[config.mk]
export PLATFORM = sky130hd
export DESIGN_NAME = traffic_phase_timer
export DESIGN_NICKNAME = d
export VERILOG_FILES = /design/src/rtl/traffic_pkg.sv /design/src/rtl/tick_prescaler.sv /design/src/rtl/traffic_phase_timer.sv
export SDC_FILE = /design/constraint.sdc
export NUM_CORES = 1
export LEC_CHECK = 0
export CAP_MARGIN = 20
export CORE_UTILIZATION = 45
export DETAILED_ROUTE_END_ITERATION = 10
export GPL_TIMING_DRIVEN = 0
export PLACE_DENSITY_LB_ADDON = 0.1
export SYNTH_ARGS = -nofsm -noshare
export SYNTH_HDL_FRONTEND = slang
export SYNTH_HIERARCHICAL = 1
export SYNTH_SLANG_ARGS = --single-unit
[constraint.sdc]
create_clock -name clk -period 2.2 [get_ports clk]
set_input_delay 0.55 -clock clk [delete_from_list [all_inputs] [get_ports clk]]
set_output_delay 0.55 -clock clk [all_outputs]
set_load 0.01 [all_outputs]
[src/rtl/traffic_pkg.sv]
// Phase encoding and phase-sequencing helpers shared by the phase timer and the phase FSM.
// Pure combinational functions; no state.
package traffic_pkg;

    localparam logic [1:0] PH_RED    = 2'b00;
    localparam logic [1:0] PH_GREEN  = 2'b01;
    localparam logic [1:0] PH_YELLOW = 2'b10;

    function automatic logic [1:0] next_phase(input logic [1:0] p);
        logic [1:0] n;
        case (p)
            PH_RED:    n = PH_GREEN;
            PH_GREEN:  n = PH_YELLOW;
            PH_YELLOW: n = PH_RED;
            default:   n = PH_RED;
        endcase
        return n;
    endfunction

    // Dwell length of phase p truncated to w bits; a zero result is forced to 1 so no phase is skipped.
    function automatic logic [31:0] dur(input logic [1:0]   p,
                                        input int unsigned  r,
                                        input int unsigned  g,
                                        input int unsigned  y,
                                        input int unsigned  w);
        logic [31:0] v;
        logic [31:0] mask;
        case (p)
            PH_GREEN:  v = g;
            PH_YELLOW: v = y;
            default:   v = r;
        endcase
        mask = (w >= 32) ? 32'hFFFF_FFFF : ((32'd1 << w) - 32'd1);
        v    = v & mask;
        if (v == 32'd0) begin
            v = 32'd1;
        end
        return v;
    endfunction

endpackage

[src/rtl/tick_prescaler.sv]
// Divides clk into one-cycle ticks every PRESCALE enabled, unheld cycles.
// o_tick is combinational; enable low clears the count, hold freezes it.
module tick_prescaler #(
    parameter int unsigned PRESCALE = 1000
) (
    input  logic clk,
    input  logic areset,
    input  logic i_enable,
    input  logic i_hold,
    output logic o_tick
);

    localparam int unsigned PW = (PRESCALE > 1) ? $clog2(PRESCALE) : 1;
    localparam logic [PW-1:0] LAST = PW'(PRESCALE - 1);

    logic [PW-1:0] r_cnt;
    logic          w_tick;

    assign w_tick = i_enable && !i_hold && (r_cnt == LAST);
    assign o_tick = w_tick;

    always_ff @(posedge clk or posedge areset) begin
        if (areset) begin
            r_cnt <= '0;
        end else if (!i_enable) begin
            r_cnt <= '0;
        end else if (!i_hold) begin
            r_cnt <= w_tick ? '0 : r_cnt + 1'b1;
        end
    end

endmodule

[src/rtl/traffic_phase_timer.sv]
// Paces the traffic-light phase FSM: counts per-phase dwell ticks and pulses advance for one cycle.
// Optional pedestrian shortening of green is built when TRAFFIC_PED_REQ_EN is defined.
module traffic_phase_timer
    import traffic_pkg::*;
#(
    parameter int unsigned CNT_W         = 16,
    parameter int unsigned PRESCALE      = 1000,
    parameter int unsigned RED_TICKS     = 30,
    parameter int unsigned GREEN_TICKS   = 25,
    parameter int unsigned YELLOW_TICKS  = 5
`ifdef TRAFFIC_PED_REQ_EN
    ,
    parameter int unsigned PED_MIN_TICKS = 5
`endif
) (
    input  logic             clk,
    input  logic             areset,
    input  logic             enable,
    input  logic             hold,
`ifdef TRAFFIC_PED_REQ_EN
    input  logic             ped_req,
`endif
    output logic             advance,
    output logic [1:0]       phase,
    output logic [CNT_W-1:0] remaining
);

    localparam logic [CNT_W-1:0] RED_DUR =
        CNT_W'(dur(PH_RED, RED_TICKS, GREEN_TICKS, YELLOW_TICKS, CNT_W));
    localparam logic [CNT_W-1:0] ONE = CNT_W'(1);
`ifdef TRAFFIC_PED_REQ_EN
    localparam logic [CNT_W-1:0] PED_MIN = CNT_W'(PED_MIN_TICKS);
`endif

    logic             w_tick;
    logic [1:0]       r_phase;
    logic [1:0]       w_phase_nxt;
    logic [1:0]       w_next;
    logic [CNT_W-1:0] r_remaining;
    logic [CNT_W-1:0] w_rem_nxt;
    logic [CNT_W-1:0] w_load;
    logic             r_advance;
    logic             w_adv_nxt;

    tick_prescaler #(
        .PRESCALE (PRESCALE)
    ) u_prescaler (
        .clk      (clk),
        .areset   (areset),
        .i_enable (enable),
        .i_hold   (hold),
        .o_tick   (w_tick)
    );

`ifdef TRAFFIC_PED_REQ_EN
    logic r_ped;
    logic w_ped_nxt;
`endif

    always_comb begin
        w_phase_nxt = r_phase;
        w_rem_nxt   = r_remaining;
        w_adv_nxt   = 1'b0;
        w_next      = next_phase(r_phase);
        w_load      = CNT_W'(dur(w_next, RED_TICKS, GREEN_TICKS, YELLOW_TICKS, CNT_W));
        if (r_phase == 2'b11) begin
            // Unreachable encoding: recover to red silently so the FSM is not stepped.
            w_phase_nxt = PH_RED;
            w_rem_nxt   = RED_DUR;
        end else if (w_tick) begin
            if (r_remaining <= ONE) begin
                w_adv_nxt   = 1'b1;
                w_phase_nxt = w_next;
                w_rem_nxt   = w_load;
            end
`ifdef TRAFFIC_PED_REQ_EN
            else if (r_ped && (r_phase == PH_GREEN) && (r_remaining > PED_MIN)) begin
                w_rem_nxt = PED_MIN;
            end
`endif
            else begin
                w_rem_nxt = r_remaining - ONE;
            end
        end
    end

`ifdef TRAFFIC_PED_REQ_EN
    // A request arriving on the red-entry edge survives into the next green.
    always_comb begin
        w_ped_nxt = r_ped;
        if ((w_phase_nxt == PH_RED) && (r_phase != PH_RED)) begin
            w_ped_nxt = 1'b0;
        end
        if (ped_req) begin
            w_ped_nxt = 1'b1;
        end
    end

    always_ff @(posedge clk or posedge areset) begin
        if (areset) begin
            r_ped <= 1'b0;
        end else begin
            r_ped <= w_ped_nxt;
        end
    end
`endif

    always_ff @(posedge clk or posedge areset) begin
        if (areset) begin
            r_phase     <= PH_RED;
            r_remaining <= RED_DUR;
            r_advance   <= 1'b0;
        end else begin
            r_phase     <= w_phase_nxt;
            r_remaining <= w_rem_nxt;
            r_advance   <= w_adv_nxt;
        end
    end

    assign advance   = r_advance;
    assign phase     = r_phase;
    assign remaining = r_remaining;

endmodule
==> impl_metrics.csv <==
group,metric,value,unit
outcome,status,"finished, violations left",
outcome,violations,"negative setup slack",
synthesis,yosysUniqueCellTypes,46,
min_path,hold_class,"input pin to async pin",
clock_network,clk_latency,0.34,ns
floorplan,fp.dieArea,0.00379,sq mm
pwr,peakVddDrop,324,uV
synthesis,synthDominantCellAreaShare,39.2,%
synthesis,synth_edf_count,0,
place,hpwlAfterDp,2320,um
cells_and_area,syn2layout_area_growth,32.9,%
detailed_routing,ant_nets,0,
clock_network,cts_sinks,29,
global_routing,grt_pass1_wl,5700,um
detailed_routing,drtIter0Drc,68,
clock_network,htreeDepth,2,
sta,worst_slew_pin_slew,0.756,ns
cells_and_area,fin_nets,211,
critical_path,critPathKind,"flip-flop to flip-flop",
synthesis,synth-seq-cells,29,
clock_network,clkTransAtPathRegs,0.10,ns
clock_network,numCtsBuffers,5,
floorplan,io_pins,23,
critical_path,cp-end-kind,"flip-flop",
sta,finClkSkew,0.0158,ns
critical_path,slowest_delay,0.56,ns
sta,max_freq,451,MHz
synthesis,avgSynthCellArea,9.91,sq um
cells_and_area,num_antenna_cells,0,
synthesis,yosysWarningCount,6,
cells_and_area,fill_cells,292,
global_routing,overflow,0,
pwr,pwr-share-clk,32.8,%
pwr,switchingPower,242,uW
critical_path,critPathRequiredTime,2.47,ns
floorplan,die_x,61.5,um
pwr,total_power,954,uW
pwr,power_frac_seq,57.6,%
floorplan,initial_core_util,47.4,%
synthesis,synth_common_cells,"25 x dfrtp_1, 15 x nor2_1, 9 x nand3_1, 9 x xnor2_1",
pwr,power.density,450,mW/mm^2
critical_path,critPathArrivalTime,2.49,ns
synthesis,syn-num-nets,168,
cells_and_area,fin_area,0.00212,sq mm
sta,hold_viol,0,
sta,setup_ws,-0.0170,ns
cells_and_area,drive_above_1_share,25.4,%
sta,period_share,101,%
sta,slew-limit-headroom,49.6,%
detailed_routing,viasPerCell,5.63,
detailed_routing,wirelength,3710,um
critical_path,crit_path_frequent_cell,"or4_4",
global_routing,grt_antenna_before_repair,0,
synthesis,yosysMostFrequentCell,"dfrtp_1",
pwr,leakage,0.000915,uW
critical_path,worstSetupStartpointType,"flip-flop",
synthesis,synth_top_flop_cell,"dfrtp_1",
critical_path,crit_fanout,6,
sta,rsz0062_at_grt,"true",
pwr,p_int,712,uW
synthesis,async_flop_share,100,%
pwr,power_frac_comb,9.6,%
flow_run,maxCapViolCount,0,
detailed_routing,post_drt_wl_per_cell,14.8,um
place,routabilityCongestion,0.789,
detailed_routing,vias,1413,
sta,slew_viol_final,0,
global_routing,track_usage,20.9,%
clock_network,cts_tree,"done",
clock_network,clockBufferDepth,2,
synthesis,synth_area,0.00160,sq mm
floorplan,core,0.00336,sq mm
critical_path,cp_slowest_cell,"or4_4",
place,place_area,0.00187,sq mm
synthesis,synth.largest_area_cell,"dfrtp_1",
sta,finalSetupViolations,1,
synthesis,ys_top_cells_by_area,"dfrtp_1 39%, dfstp_2 6.6%, xnor2_1 4.9%",
sta,fin_crit,2.22,ns
clock_network,cts-root-buf,"clkbuf_4",
synthesis,netlist_instances,161,
critical_path,critPathBufInv,1,
global_routing,grt_max_degree,20,
place,portBuffers,22,
floorplan,die_h,61.5,um
critical_path,crit_family,"simple AND/OR/NAND/NOR gates",
detailed_routing,route.detailed.drc,0,
global_routing,grt_pass1_vias,1237,
floorplan,fp-row-count,21,
sta,setup_tns,-0.0170,ns
critical_path,worstPathCellList,"or4_4 > or4_4 > buf_6 > or4_4 > a21oi_2",
synthesis,ys_seq_area_share,45.8,%
pwr,p_sw_share,25.4,%
detailed_routing,first_pass_iters,4,
cell families (layout without fill, tap and decap cells):
logic type,Yosys count,count (layout),synth area share [%]
AND/OR/NAND/NOR,75,76,27.5
flip-flops,29,29,45.8
AO/OA/AOI/OAI,26,26,12.2
XOR/XNOR,12,12,6.59
buffers and inverters,12,55,2.98
multiplexers,4,4,2.67
adder cells (fa/ha/maj),3,3,2.35
per-stage QoR:
stage               hold slack (ns)  worst slack (ns)  instances  util, %
finish                        0.527           -0.0170        251     63.1
CTS                           0.527           0.00251        243     59.3
floorplan                     0.390            0.0248        161        -
global placement              0.500            -0.715        229     55.7
detailed placement            0.515            -0.716        229     55.7
global route                  0.549           -0.0557        251     63.1
routing by layer:
metal	wire, um	part of all wire [%]	vias to the layer above	track usage [%]
met5	0	0	-	0
li1	-	-	680	-
met2	1720	46	29	30.0
met1	1820	49	698	29.4
met3	126	3.4	6	4.41
met4	48	1.3	0	11.4
power groups by stage:
| stage | logic (uW) | registers, uW | clock network, uW |
|---|---|---|---|
| floorplan | 41.1 | 563 | 0 |
| global placement | 68.3 | 562 | 0 |
| detailed placement | 69.9 | 562 | 0 |
| CTS | 76.8 | 550 | 318 |
| global route | 102 | 551 | 345 |
| finish | 91.4 | 550 | 313 |
path summary, 6_finish.rpt:
path                                           start              endpoint  slack, ns  cells past startpoint
worst max-delay path                    remaining[5]         remaining[13]      -0.02                      5
worst min-delay path                          areset  u_prescaler/r_cnt[2]       0.53                      2
worst max register to register          remaining[5]         remaining[13]      -0.02                      5
worst min register to register  u_prescaler/r_cnt[9]  u_prescaler/r_cnt[9]       0.53                      2
max in group asynchronous                     areset          remaining[9]       1.05                      2
min in group clk                u_prescaler/r_cnt[9]  u_prescaler/r_cnt[9]       0.53                      2
cell type report:
type                            count  area [sq um]  area share (%)
Inverter                            8          30.0            1.42
Buffer                              4          31.3            1.47
Tap cell                           46          57.6            2.71
Timing Repair Buffer               35           322            15.2
Clock buffer                        8          48.8            2.30
Multi-Input combinational cell    121           900            42.4
Sequential cell                    29           732            34.5
placed cells by master (no fill, tap or decap), types with 5 or more instances in the layout:
cell type / Yosys / layout
dfrtp_1: 25 / 24
clkdlybuf4s50_1: 0 / 22
nor2_1: 15 / 14
buf_4: 0 / 12
xnor2_1: 9 / 9
nand2_1: 8 / 8
inv_1: 8 / 7
nand3_1: 9 / 7
or3_1: 7 / 6
nor3_1: 6 / 5
clkbuf_4: 0 / 5
flip-flops by register name, indices dropped and copies added, names as in the netlist:
name	cells
remaining	16
advance	1
phase	2
u_prescaler/r_cnt	10
timing repair:
action | CTS | global route
setup buffers | 6 | 7
gates resized for setup | 8 | 18
cloned | 0 | 1
endpoints found under the setup margin | 13 | 15
hold buffers | 0 | 0
pin swaps | 3 | 5
Power figures use the tool's default switching activity.
